`config.mk`:
```
export PLATFORM = sky130hd
export DESIGN_NAME = pid_ctrl_param
export DESIGN_NICKNAME = d
export VERILOG_FILES = /design/src/rtl/pid_ctrl_param.sv
export SDC_FILE = /design/constraint.sdc
export NUM_CORES = 1
export LEC_CHECK = 0
export ABC_AREA = 1
export BUFFER_PORTS_ARGS = -buffer_cell sky130_fd_sc_hd__buf_2
export CAP_MARGIN = 20
export CORE_ASPECT_RATIO = 0.8
export CORE_UTILIZATION = 40
export DETAILED_ROUTE_END_ITERATION = 16
export PLACE_DENSITY_LB_ADDON = 0.2
export SLEW_MARGIN = 20
export SYNTH_ARGS = -nofsm -noshare
export SYNTH_HDL_FRONTEND = slang
export SYNTH_SLANG_ARGS = --single-unit
```
`constraint.sdc`:
```
create_clock -name clk -period 7.5 [get_ports clk]
set_input_delay 0.375 -clock clk [delete_from_list [all_inputs] [get_ports clk]]
set_output_delay 0.375 -clock clk [all_outputs]
set_load 0.01 [all_outputs]
```
`src/rtl/pid_ctrl_param.sv`:
```
// Parametrised balance-loop PID controller.
// Stage 1 registers the saturated pitch error and the negated, scaled pitch
// rate; stage 2 forms P + I + D at full width and saturates it onto PID_cntrl
// with a one-cycle valid strobe. A saturating integrator with optional
// conditional-freeze anti-windup and a non-wrapping soft-start timer run
// alongside the pipeline.
module pid_ctrl_param #(
  parameter int IN_W        = 16,
  parameter int ERR_W       = 10,
  parameter int INT_W       = 18,
  parameter int I_SHIFT     = 6,
  parameter int D_SHIFT     = 6,
  parameter int OUT_W       = 12,
  parameter int SS_W        = 27,
  parameter int SS_OUT_W    = 8,
  parameter int SS_INC_SLOW = 1,
  parameter int SS_INC_FAST = 256
) (
  input  logic                    clk,
  input  logic                    rst,
  input  logic                    vld,
  input  logic signed [IN_W-1:0]  ptch,
  input  logic signed [IN_W-1:0]  ptch_rt,
  input  logic        [4:0]       p_coeff,
  input  logic                    i_en,
  input  logic                    aw_mode,
  input  logic                    pwr_up,
  input  logic                    ss_fast,
  input  logic                    rider_off,
  output logic signed [OUT_W-1:0] PID_cntrl,
  output logic                    cntrl_vld,
  output logic                    out_sat,
  output logic                    int_sat,
  output logic [SS_OUT_W-1:0]     ss_tmr
);

  // Derived widths: P product, I term, D term and a sum wide enough that
  // adding all three can never wrap.
  localparam int PC_W   = 5;
  localparam int P_W    = ERR_W + PC_W + 1;
  localparam int I_W    = INT_W - I_SHIFT;
  localparam int D_W    = IN_W - D_SHIFT + 1;
  localparam int MAX_PI = (P_W > I_W) ? P_W : I_W;
  localparam int MAX_W  = (MAX_PI > D_W) ? MAX_PI : D_W;
  localparam int SUM_W  = MAX_W + 2;

  localparam logic signed [ERR_W-1:0] ERR_MAX = {1'b0, {(ERR_W-1){1'b1}}};
  localparam logic signed [ERR_W-1:0] ERR_MIN = {1'b1, {(ERR_W-1){1'b0}}};
  localparam logic signed [INT_W-1:0] INT_MAX = {1'b0, {(INT_W-1){1'b1}}};
  localparam logic signed [INT_W-1:0] INT_MIN = {1'b1, {(INT_W-1){1'b0}}};
  localparam logic signed [OUT_W-1:0] OUT_MAX = {1'b0, {(OUT_W-1){1'b1}}};
  localparam logic signed [OUT_W-1:0] OUT_MIN = {1'b1, {(OUT_W-1){1'b0}}};
  localparam logic [SS_W:0]           INC_SLOW = (SS_W+1)'(SS_INC_SLOW);
  localparam logic [SS_W:0]           INC_FAST = (SS_W+1)'(SS_INC_FAST);

  // State
  logic signed [ERR_W-1:0] err_q,    err_d;
  logic signed [D_W-1:0]   d_q,      d_d;
  logic                    v1_q,     v1_d;
  logic signed [INT_W-1:0] integ_q,  integ_d;
  logic signed [OUT_W-1:0] pid_q,    pid_d;
  logic                    cvld_q,   cvld_d;
  logic                    osat_q,   osat_d;
  logic [SS_W-1:0]         ss_q,     ss_d;

  // Combinational intermediates
  logic signed [ERR_W-1:0] err_sat;
  logic signed [D_W-1:0]   rt_ext;
  logic [INT_W:0]          int_sum;
  logic                    frozen;
  logic signed [P_W-1:0]   p_term;
  logic signed [I_W-1:0]   i_term;
  logic signed [SUM_W-1:0] sum;
  logic signed [OUT_W-1:0] sum_sat;
  logic [SS_W:0]           ss_sum;

  // Stage 1: clip pitch to ERR_W and capture error and negated D term on vld.
  // NOTE: every variable written here gets a default first so no latch is inferred.
  always_comb begin
    err_sat = ptch[ERR_W-1:0];
    // Value fits only when all bits above the ERR_W sign bit match it.
    if (!(&ptch[IN_W-1:ERR_W-1]) && (|ptch[IN_W-1:ERR_W-1]))
      err_sat = ptch[IN_W-1] ? ERR_MIN : ERR_MAX;
    // ptch_rt >>> D_SHIFT keeps IN_W-D_SHIFT significant bits; one extra
    // bit lets the negation of the most negative rate fit.
    rt_ext = {ptch_rt[IN_W-1], ptch_rt[IN_W-1:D_SHIFT]};
    err_d  = err_q;
    d_d    = d_q;
    v1_d   = vld;
    if (vld) begin
      err_d = err_sat;
      d_d   = -rt_ext;
    end
  end

  // Integrator: rider_off clear, else saturating accumulate unless frozen.
  always_comb begin
    int_sum = {integ_q[INT_W-1], integ_q}
            + {{(INT_W+1-ERR_W){err_sat[ERR_W-1]}}, err_sat};
    // Freeze uses the registered output, so it lags saturation by one sample.
    frozen  = aw_mode && osat_q && (err_sat != '0)
            && (err_sat[ERR_W-1] == pid_q[OUT_W-1]);
    integ_d = integ_q;
    if (rider_off) begin
      integ_d = '0;
    end else if (vld && i_en && !frozen) begin
      if (int_sum[INT_W] != int_sum[INT_W-1])
        integ_d = int_sum[INT_W] ? INT_MIN : INT_MAX;
      else
        integ_d = int_sum[INT_W-1:0];
    end
  end

  // Stage 2: full-width P + I + D, saturated to OUT_W, with valid strobe.
  always_comb begin
    p_term  = $signed({{(PC_W+1){err_q[ERR_W-1]}}, err_q})
            * $signed({{(P_W-PC_W){1'b0}}, p_coeff});
    i_term  = integ_q[INT_W-1:I_SHIFT];
    sum     = SUM_W'(p_term) + SUM_W'(i_term) + SUM_W'(d_q);
    sum_sat = sum[OUT_W-1:0];
    if (!(&sum[SUM_W-1:OUT_W-1]) && (|sum[SUM_W-1:OUT_W-1]))
      sum_sat = sum[SUM_W-1] ? OUT_MIN : OUT_MAX;
    pid_d  = pid_q;
    osat_d = osat_q;
    cvld_d = v1_q;
    if (v1_q) begin
      pid_d  = sum_sat;
      osat_d = (sum_sat == OUT_MAX) || (sum_sat == OUT_MIN);
    end
  end

  // Soft start: cleared while powered down, otherwise climbs and sticks at all-ones.
  always_comb begin
    ss_sum = {1'b0, ss_q} + (ss_fast ? INC_FAST : INC_SLOW);
    ss_d   = ss_q;
    if (!pwr_up)
      ss_d = '0;
    else if (ss_sum[SS_W])
      ss_d = '1;
    else
      ss_d = ss_sum[SS_W-1:0];
  end

  // State registers, all cleared by the asynchronous reset.
  // NOTE: sequential state uses non-blocking assignment so every flop samples pre-edge values.
  always_ff @(posedge clk or posedge rst) begin
    if (rst) begin
      err_q   <= '0;
      d_q     <= '0;
      v1_q    <= 1'b0;
      integ_q <= '0;
      pid_q   <= '0;
      cvld_q  <= 1'b0;
      osat_q  <= 1'b0;
      ss_q    <= '0;
    end else begin
      err_q   <= err_d;
      d_q     <= d_d;
      v1_q    <= v1_d;
      integ_q <= integ_d;
      pid_q   <= pid_d;
      cvld_q  <= cvld_d;
      osat_q  <= osat_d;
      ss_q    <= ss_d;
    end
  end

  assign PID_cntrl = pid_q;
  assign cntrl_vld = cvld_q;
  assign out_sat   = osat_q;
  assign int_sat   = (integ_q == INT_MAX) || (integ_q == INT_MIN);
  assign ss_tmr    = ss_q[SS_W-1 -: SS_OUT_W];

endmodule

```
==> results of run 1 <==
sequential cells by signal, indices dropped and copies added (netlist names):
register,flops
cvld_d,1
out_sat,1
err_q,10
d_q,11
cntrl_vld,1
PID_cntrl,12
integ_q,18
ss_q,27
through the flow:
stage / hold WS (ns) / util (%)
finish: 0.203 / 45.5
global route: 0.294 / 45.5
CTS: 0.301 / 45.3
detailed placement: 0.471 / 43.7
global placement: 0.465 / 43.7
floorplan: 0.406 / -
placed cells by master, fill, tap and decap left out, drive strengths merged, types with 2 or more instances in the layout:
cell / instances
xor2: 26
fa: 60
buf: 64
inv: 225
o31ai: 2
clkbuf: 9
xnor2: 20
or2: 4
nand3: 81
a21oi: 59
nand4: 18
nor3: 14
ha: 58
nand3b: 3
nor2: 81
nor4: 8
a31oi: 22
o21bai: 3
and2: 3
nand2: 294
o211ai: 2
o41ai: 3
o2111ai: 2
dfrtp: 81
bufinv: 2
o21ai: 38
clkinv: 5
layout make-up:
| type | count | share of cell area (%) |
|---|---|---|
| multi-input cells | 804 | 57.4 |
| flip-flops and latches | 81 | 22.1 |
| inverters | 226 | 9.33 |
| repair buffers | 64 | 3.84 |
| well taps | 264 | 3.61 |
| clock buffers | 9 | 2.46 |
| clock inverters | 7 | 1.20 |
power by group through the flow:
| stage | Combinational, mW | Clock, mW | Sequential (mW) |
|---|---|---|---|
| 3_5_place_dp | 2.33 | 0 | 0.573 |
| 3_3_place_gp | 2.30 | 0 | 0.571 |
| 4_1_cts | 2.34 | 0.513 | 0.565 |
| 5_1_grt | 2.70 | 0.531 | 0.574 |
| 2_1_floorplan | 1.82 | 0 | 0.573 |
| 6_report | 2.33 | 0.501 | 0.565 |
metal layers:
layer / vias up / track usage [%]
li1: 3676 / -
met1: 3211 / 30.5
met2: 139 / 25.8
met3: 12 / 3.19
met4: 0 / 3.01
met5: - / 0
critical path: stages (launching register included):
cell                      delay (ns)
sky130_fd_sc_hd__dfrtp_1        0.44
sky130_fd_sc_hd__nand2_1        0.16
sky130_fd_sc_hd__fa_1           0.44
sky130_fd_sc_hd__fa_1           0.57
sky130_fd_sc_hd__inv_1          0.14
sky130_fd_sc_hd__fa_1           0.60
sky130_fd_sc_hd__inv_1          0.07
sky130_fd_sc_hd__fa_1           0.50
sky130_fd_sc_hd__inv_1          0.04
sky130_fd_sc_hd__ha_1           0.38
sky130_fd_sc_hd__inv_1          0.10
sky130_fd_sc_hd__nor3_1         0.23
sky130_fd_sc_hd__and2_1         0.16
sky130_fd_sc_hd__nand2_1        0.08
sky130_fd_sc_hd__nand2_1        0.09
sky130_fd_sc_hd__nand2_1        0.05
sky130_fd_sc_hd__nand2_1        0.14
sky130_fd_sc_hd__nor2_1         0.07
sky130_fd_sc_hd__nand2_1        0.08
sky130_fd_sc_hd__nand3_1        0.54
sky130_fd_sc_hd__nand2_1        0.23
sky130_fd_sc_hd__nand2_1        0.07
sky130_fd_sc_hd__nor2_1         0.10
sky130_fd_sc_hd__nand3_1        0.09
sky130_fd_sc_hd__a21oi_1        0.14
cells by family after synthesis:
group           count (synthesis)  synth area share (%)
xor+xnor                       46                  4.83
buf+inv                       261                  12.5
simple gates                  506                  26.0
compound gates                134                  9.16
fa+ha+maj                     118                  23.1
flops                          81                  24.3
worst max path at each step:
stage          cells after the start  slack, ns       to        from
2_1_floorplan                     26       2.54  out_sat  p_coeff[0]
3_3_place_gp                      25       1.69  out_sat  p_coeff[0]
3_5_place_dp                      25       1.63  out_sat  p_coeff[0]
4_1_cts                           24       1.80  out_sat    err_q[9]
5_1_grt                           24       1.38  out_sat    err_q[9]
6_report                          24       1.89  out_sat    err_q[9]
==> results.txt, run 1 <==
- Status: complete, no violations
* Synthesized area: 8330 µm²
* Pin count of the biggest net entering global routing: 82
- Power share of the sequential group: 16.6%
* Number of nets with antenna violations after detailed routing: 0
- Number of cells upsized or downsized after cts: 0
- After detailed routing, the wire length on met1 is 10700 µm.
* Yosys reg bits: 81
* Height of the chip: 131 µm
- The initialized floorplan defines 46 standard-cell rows.
- Setup fix buffers added after clock tree synthesis: 0
- Final Skew: 0.00697 ns
* Cell area after placement: 8800 µm²
- DR vias: 7038
* DPL Wire Length: 15700 µm
- Tcrit/Tclk final: 74.9%
- Average wire length per cell after detail routing: 13.3 µm
- Fmax: 178 MHz
- Top layer used by detailed routing: met4
* EDFF count, synth: 0
- The pre-antenna-repair detailed-routing pass consisted of 4 iterations.
* Maximum count of clock buffers along a single path: 2
- DR vias/cell: 4.84
* Count of synthesis-stage warnings from yosys: 0
- Chip width: 163 µm
- For this design the total switching power over the nets is 1.76 mW.
- The worst path meets setup with 1.89 ns of slack.
* Kind of end point of the critical path: flip-flop
- Element type at the critical path start: flip-flop
- For this block, the initial DRC count from the detailed router was 509.
* Number of standard cells in the layout, taps in and fillers out: 1455
* Library cell with the largest summed area after synthesis: sky130_fd_sc_hd__dfrtp_1
- The via count of the first global-routing pass is 6358.
* Net count after synthesis: 1309
* TritonCTS clock tree: done
- Setup repair after global routing left no endpoint under its margin.
* Clock transition at path regs: 0.07 ns
* Worst reg-to-reg setup slack: 1.89 ns
- Drt drc: 0
- Global placer's final weighted congestion: 0.946
* Number of nets in the layout: 1349
* Gr ovfl total: 0
- Area taken by multi-input logic gates: 5260 µm²
* Core ar.: 20100 µm²
- Total inserted antenna cells: 0
- Tmin final: 5.61 ns
- Dominant cells by area after synthesis: sky130_fd_sc_hd__dfrtp_1 24%, sky130_fd_sc_hd__fa_1 14%, sky130_fd_sc_hd__nand2_1 13%, sky130_fd_sc_hd__inv_1 9.9%, sky130_fd_sc_hd__ha_1 8.7%
- The clock tree synthesis step divided the H-tree into 3 levels.
* Fraction of registers with async set or reset after synthesis: 100%
- Boundary pin count: 68
- Peak supply drop: 0.182 mV
* End of the worst register-to-register path: out_sat
- Worst-Margin Slew: 0.778 ns
- Among all flip-flop cells after synthesis, the most frequent one is sky130_fd_sc_hd__dfrtp_1.
* Leakage component of the power: 5.00 nW
- After synthesis, the mean cell area works out to 7.27 µm².
* Worst setup path category: flip-flop to flip-flop
- After clock tree synthesis, the flow added hold-fix buffers numbering 0.
- Number of violations of the max-capacitance limit: 0
- Placement Setup Slack: 1.63 ns
* Power per Cell Area: 371 nW/µm²
* Design area: 9160 µm²
- Detailed routing placed a total of 7530 µm of wire on met2.
- Final setup violation count: 0
- Starting Density: 41.4%
- The path class of the tightest hold or removal check is input pin to async pin.
- The number of antenna violations at the first check in global routing came to 0.
- Clock sink total: 81
- Clock latency of the later-clocked register in the worst-skew pair: 0.35 ns
- Root Driver: sky130_fd_sc_hd__clkbuf_16
- Die area: 21400 µm²
* Top-area cell type share of the netlist area: 24.3%
- Share of post-route cells with drive strength above 1: 8.56%
- Cell internal power was estimated by the tool at 1.64 mW.
- Overall power consumption after layout is estimated at 3.40 mW.
- Met3 routed wirelength: 933 µm
- Proportion of power drawn by the clock network: 14.7%
- Buffers placed on the I/O ports in this run total 61.
* Final slew viol count: 0
- Of the total power, combinational logic draws 68.6%.
- Of the synthesized area, sequential elements account for 24.3%.
- Of the total power, the share spent switching nets is 51.8%.
- Mapped Cells: 1146
* Most frequent cells after synthesis: 293 x sky130_fd_sc_hd__nand2_1, 220 x sky130_fd_sc_hd__inv_1, 81 x sky130_fd_sc_hd__dfrtp_1, 81 x sky130_fd_sc_hd__nand3_1, 74 x sky130_fd_sc_hd__nor2_1
- Reg2Reg Launch Point: err_q[9]
* Count of filler cells inserted in the layout: 2088
- Seq. cell area: 2030 µm²
- The first global-routing pass estimated 32400 µm of wire.
- Most common cell in the synthesized netlist: sky130_fd_sc_hd__nand2_1
* Max transition margin: 48.0%
- At the worst endpoint, the required time is 7.78 ns.
* DRT Wirelength: 19300 µm
* Total track usage: 18.8%
- Including well taps, the total number of placed cells is 1438.
- Yosys cell types: 45
* CTS Buf Count: 9
- Worst Path Max Fanout: 23
- CP Data Arrival Time: 5.89 ns
* Endpoints failing hold: 0
- Relative to the synthesized area, the layout overhead comes to 9.94%.
- For the final routed database, the setup TNS stands at 0 ns.
- Number of cells on the worst reg-to-reg path: 24
(Power assumes the default switching activity.)
==> run 2, diff against run 1 <==
==> constraint.sdc (replaced) <==
create_clock -name clk -period 5.2 [get_ports clk]
set_input_delay 0.26 -clock clk [delete_from_list [all_inputs] [get_ports clk]]
set_output_delay 0.26 -clock clk [all_outputs]
set_load 0.01 [all_outputs]
==> results.txt, run 2 (synthesized netlist as in run 1, its figures left out) <==
* Worst-Margin Slew: 0.981 ns (was 0.778 ns)
* Most frequent cells in the layout: 290 x sky130_fd_sc_hd__nand2_1, 218 x sky130_fd_sc_hd__inv_1, 79 x sky130_fd_sc_hd__nand3_1, 76 x sky130_fd_sc_hd__dfrtp_1, 69 x sky130_fd_sc_hd__nor2_1 (was 293 x sky130_fd_sc_hd__nand2_1, 219 x sky130_fd_sc_hd__inv_1, 81 x sky130_fd_sc_hd__dfrtp_1, 81 x sky130_fd_sc_hd__nand3_1, 74 x sky130_fd_sc_hd__nor2_1)
- Most prevalent standard cell on the critical path: sky130_fd_sc_hd__nand2_1 (unchanged)
- Area added between synthesis and finish: 14.3% (was 9.94%)
- Biggest cell delay along the critical path: 0.57 ns (was 0.60 ns)
* Area taken by multi-input logic gates: 5380 µm² (was 5260 µm²)
* Number of violations of the max-capacitance limit: 0 (unchanged)
* Number of nets in the layout: 1381 (was 1349)
* Largest reg by FF count: ss_q (unchanged)
- The clock tree from TritonCTS was done (unchanged).
* Final setup violation count: 0 (unchanged)
- CP Data Arrival Time: 5.14 ns (was 5.89 ns)
* Endpoints failing hold: 0 (unchanged)
- The critical path startpoint category is a flip-flop (unchanged).
* Count of filler cells inserted in the layout: 2091 (was 2088)
* Global placer's final weighted congestion: 0.894 (was 0.946)
- The power density over the cells is 570 nW/µm² (was 371 nW/µm²).
* Gr ovfl total: 0 (unchanged)
- The die width came to 163 µm (unchanged).
- The total track usage came to 19.6% (was 18.8%).
- The via count of the first global-routing pass came to 6806 (was 6358).
- Pin count of the biggest net entering global routing: 44 (was 82)
- The residual antenna-violating net count after detailed routing is 0 (unchanged).
* Peak supply drop: 0.360 mV (was 0.182 mV)
- The count of pins on the block boundary came to 68 (unchanged).
- Starting Density: 41.4% (unchanged)
- The logic depth of the worst setup path including buffers is 26 (was 24).
* Detailed-router iteration count before antenna repair: 5 (was 4)
- The average routed wire per standard cell was 13.6 µm (was 13.3 µm).
- The headroom to the max-slew limit is 34.2% (was 48.0%).
- Die area: 21400 µm² (unchanged)
* First-pass GRT wire length: 33800 µm (was 32400 µm)
- The cell type group with the largest total delay on the critical path was adder cells (unchanged).
- Clock latency of the later-clocked register in the worst-skew pair: 0.35 ns (about the same)
- The placeable core region was 20100 µm² (unchanged).
- Reg2Reg Launch Point: err_q[9] (unchanged)
- DPL Wire Length: 16100 µm (was 15700 µm)
- Status: complete, no violations (unchanged).
* Worst Setup SP: err_q[9] (unchanged)
* Worst hold path class: input pin to flip-flop (was input pin to async pin)
- CTS Buf Count: 9 (unchanged)
- DR vias: 7261 (was 7038)
- Height of the chip: 131 µm (unchanged)
- Total power of the final layout: 5.43 mW (was 3.40 mW)
- Final core occ: 47.3% (was 45.5%)
* Antenna violations before repair: 0 (unchanged)
- The endpoint of the lowest-slack register-to-register path is out_sat (unchanged).
- Final Skew: 0.00731 ns (was 0.00697 ns)
* DR vias/cell: 4.88 (was 4.84)
- Clock transition at path regs: 0.07 ns (about the same)
* First DRT Iteration DRCs: 499 (was 509)
- The setup slack of the worst register-to-register path came to 0.34 ns (was 1.89 ns).
* Largest register FFs: 27 (unchanged)
- The total routed wirelength came to 20200 µm (was 19300 µm).
- Leakage component of the power: 5.15 nW (was 5.00 nW)
* Maximum count of clock buffers along a single path: 2 (unchanged)
* Data required time at the worst endpoint: 5.48 ns (was 7.78 ns)
- The minimum clock period was 4.86 ns (was 5.61 ns).
- Hold depth: 3
- Tcrit/Tclk final: 93.5% (was 74.9%)
- Count of input and output buffers: 61 (unchanged)
- Share of post-route cells with drive strength above 1: 13.2% (was 8.56%)
- Rows: 46 (unchanged)
- The maximum fanout encountered on the critical timing path is 6 (was 23).
- The capturing instance or port of the critical path is out_sat (unchanged).
- The type of the worst setup path is flip-flop to flip-flop (unchanged).
- Seq. cell area: 2030 µm² (about the same)
* Number of cells on the worst reg-to-reg path: 26 (was 24)
- The TritonCTS sink count is 81 (unchanged).
* H-tree Lvls: 3 (unchanged)
- Drt drc: 0 (unchanged)
* Most frequent standard cell in the layout excluding fill and tap cells: sky130_fd_sc_hd__nand2_1 (unchanged)
- The final max-slew violation count is 0 (unchanged).
- Total inserted antenna cells: 0 (unchanged)
- The clock root buffer was sky130_fd_sc_hd__clkbuf_16 (unchanged).
* Number of buffer and inverter instances along the worst setup path: 3 (was 4)
- Fmax: 206 MHz (was 178 MHz)
- The critical-path cell with the highest stage delay is sky130_fd_sc_hd__fa_1 (unchanged).
- Kind of end point of the critical path: flip-flop (unchanged)
-- run 2: through the flow --
stage	setup WS (ns)	cells	area, µm²	TNS (ns)	hold slack (ns)
floorplan	0.350	1146	8330	0	0.291
global placement	0.116	1464	9000	0	0.376
detailed placement	0.0705	1464	9000	0	0.376
CTS	0.0388	1481	9350	0	0.181
global route	-0.0177	1487	9520	-0.0177	0.210
finish	0.340	1487	9520	0	0.190
-- run 2: worst min path at each step --
| stage | startpoint | endpoint | slack [ns] |
|---|---|---|---|
| floorplan | vld | cvld_d | 0.29 |
| global route | ptch_rt[6] | d_q[0] | 0.21 |
| detailed placement | rst | PID_cntrl[3] | 0.38 |
| CTS | ptch_rt[6] | d_q[0] | 0.18 |
| global placement | rst | cntrl_vld | 0.38 |
| finish | ptch_rt[6] | d_q[0] | 0.19 |
-- run 2: cell type report --
class / count / share of cell area (%)
multi-input cells: 804 / 56.5
clock inverters: 6 / 1.02
well taps: 264 / 3.47
flip-flops and latches: 81 / 21.3
inverters: 226 / 8.97
clock buffers: 10 / 2.51
repair buffers: 96 / 6.16
-- run 2: worst register-to-register path, cell delays in order (launching register included) --
cell,delay [ns]
sky130_fd_sc_hd__dfrtp_2,0.40
sky130_fd_sc_hd__nand2_1,0.10
sky130_fd_sc_hd__fa_1,0.56
sky130_fd_sc_hd__inv_2,0.08
sky130_fd_sc_hd__fa_1,0.57
sky130_fd_sc_hd__fa_1,0.45
sky130_fd_sc_hd__fa_1,0.57
sky130_fd_sc_hd__ha_2,0.32
sky130_fd_sc_hd__nand2_1,0.12
sky130_fd_sc_hd__nand2_1,0.06
sky130_fd_sc_hd__nand2_1,0.05
sky130_fd_sc_hd__nand2_1,0.06
sky130_fd_sc_hd__a21oi_1,0.21
sky130_fd_sc_hd__nand2_1,0.11
sky130_fd_sc_hd__nand2_1,0.08
sky130_fd_sc_hd__nand2_1,0.05
sky130_fd_sc_hd__nand2_1,0.07
sky130_fd_sc_hd__nor2_1,0.04
sky130_fd_sc_hd__nand2_1,0.08
sky130_fd_sc_hd__nand2_2,0.09
sky130_fd_sc_hd__buf_4,0.14
sky130_fd_sc_hd__buf_4,0.12
sky130_fd_sc_hd__o41ai_1,0.06
sky130_fd_sc_hd__nand2_1,0.09
sky130_fd_sc_hd__nor2_1,0.11
sky130_fd_sc_hd__nor2_1,0.07
sky130_fd_sc_hd__a21oi_2,0.13
-- run 2: power by group --
group	leakage [nW]	switching, mW	internal, mW
logic	3.95	2.33	1.57
registers	1.03	0.0800	0.730
clock network	0.165	0.285	0.441
-- run 2: timing repair --
item	4_1_cts	5_1_grt
setup endpoints to repair	0	12
endpoints found under the hold margin	8	0
setup buffers	0	5
resized for setup	0	35
hold buffers	1	0
-- run 2: per-layer routing --
metal  vias to the layer above  GRT usage [%]  routed length, µm
li1                       3730              -                  -
met1                      3337           30.3              10700
met2                       180           27.9               8200
met3                        14           3.88               1170
met4                         0           3.48                155
met5                         -              0                  0
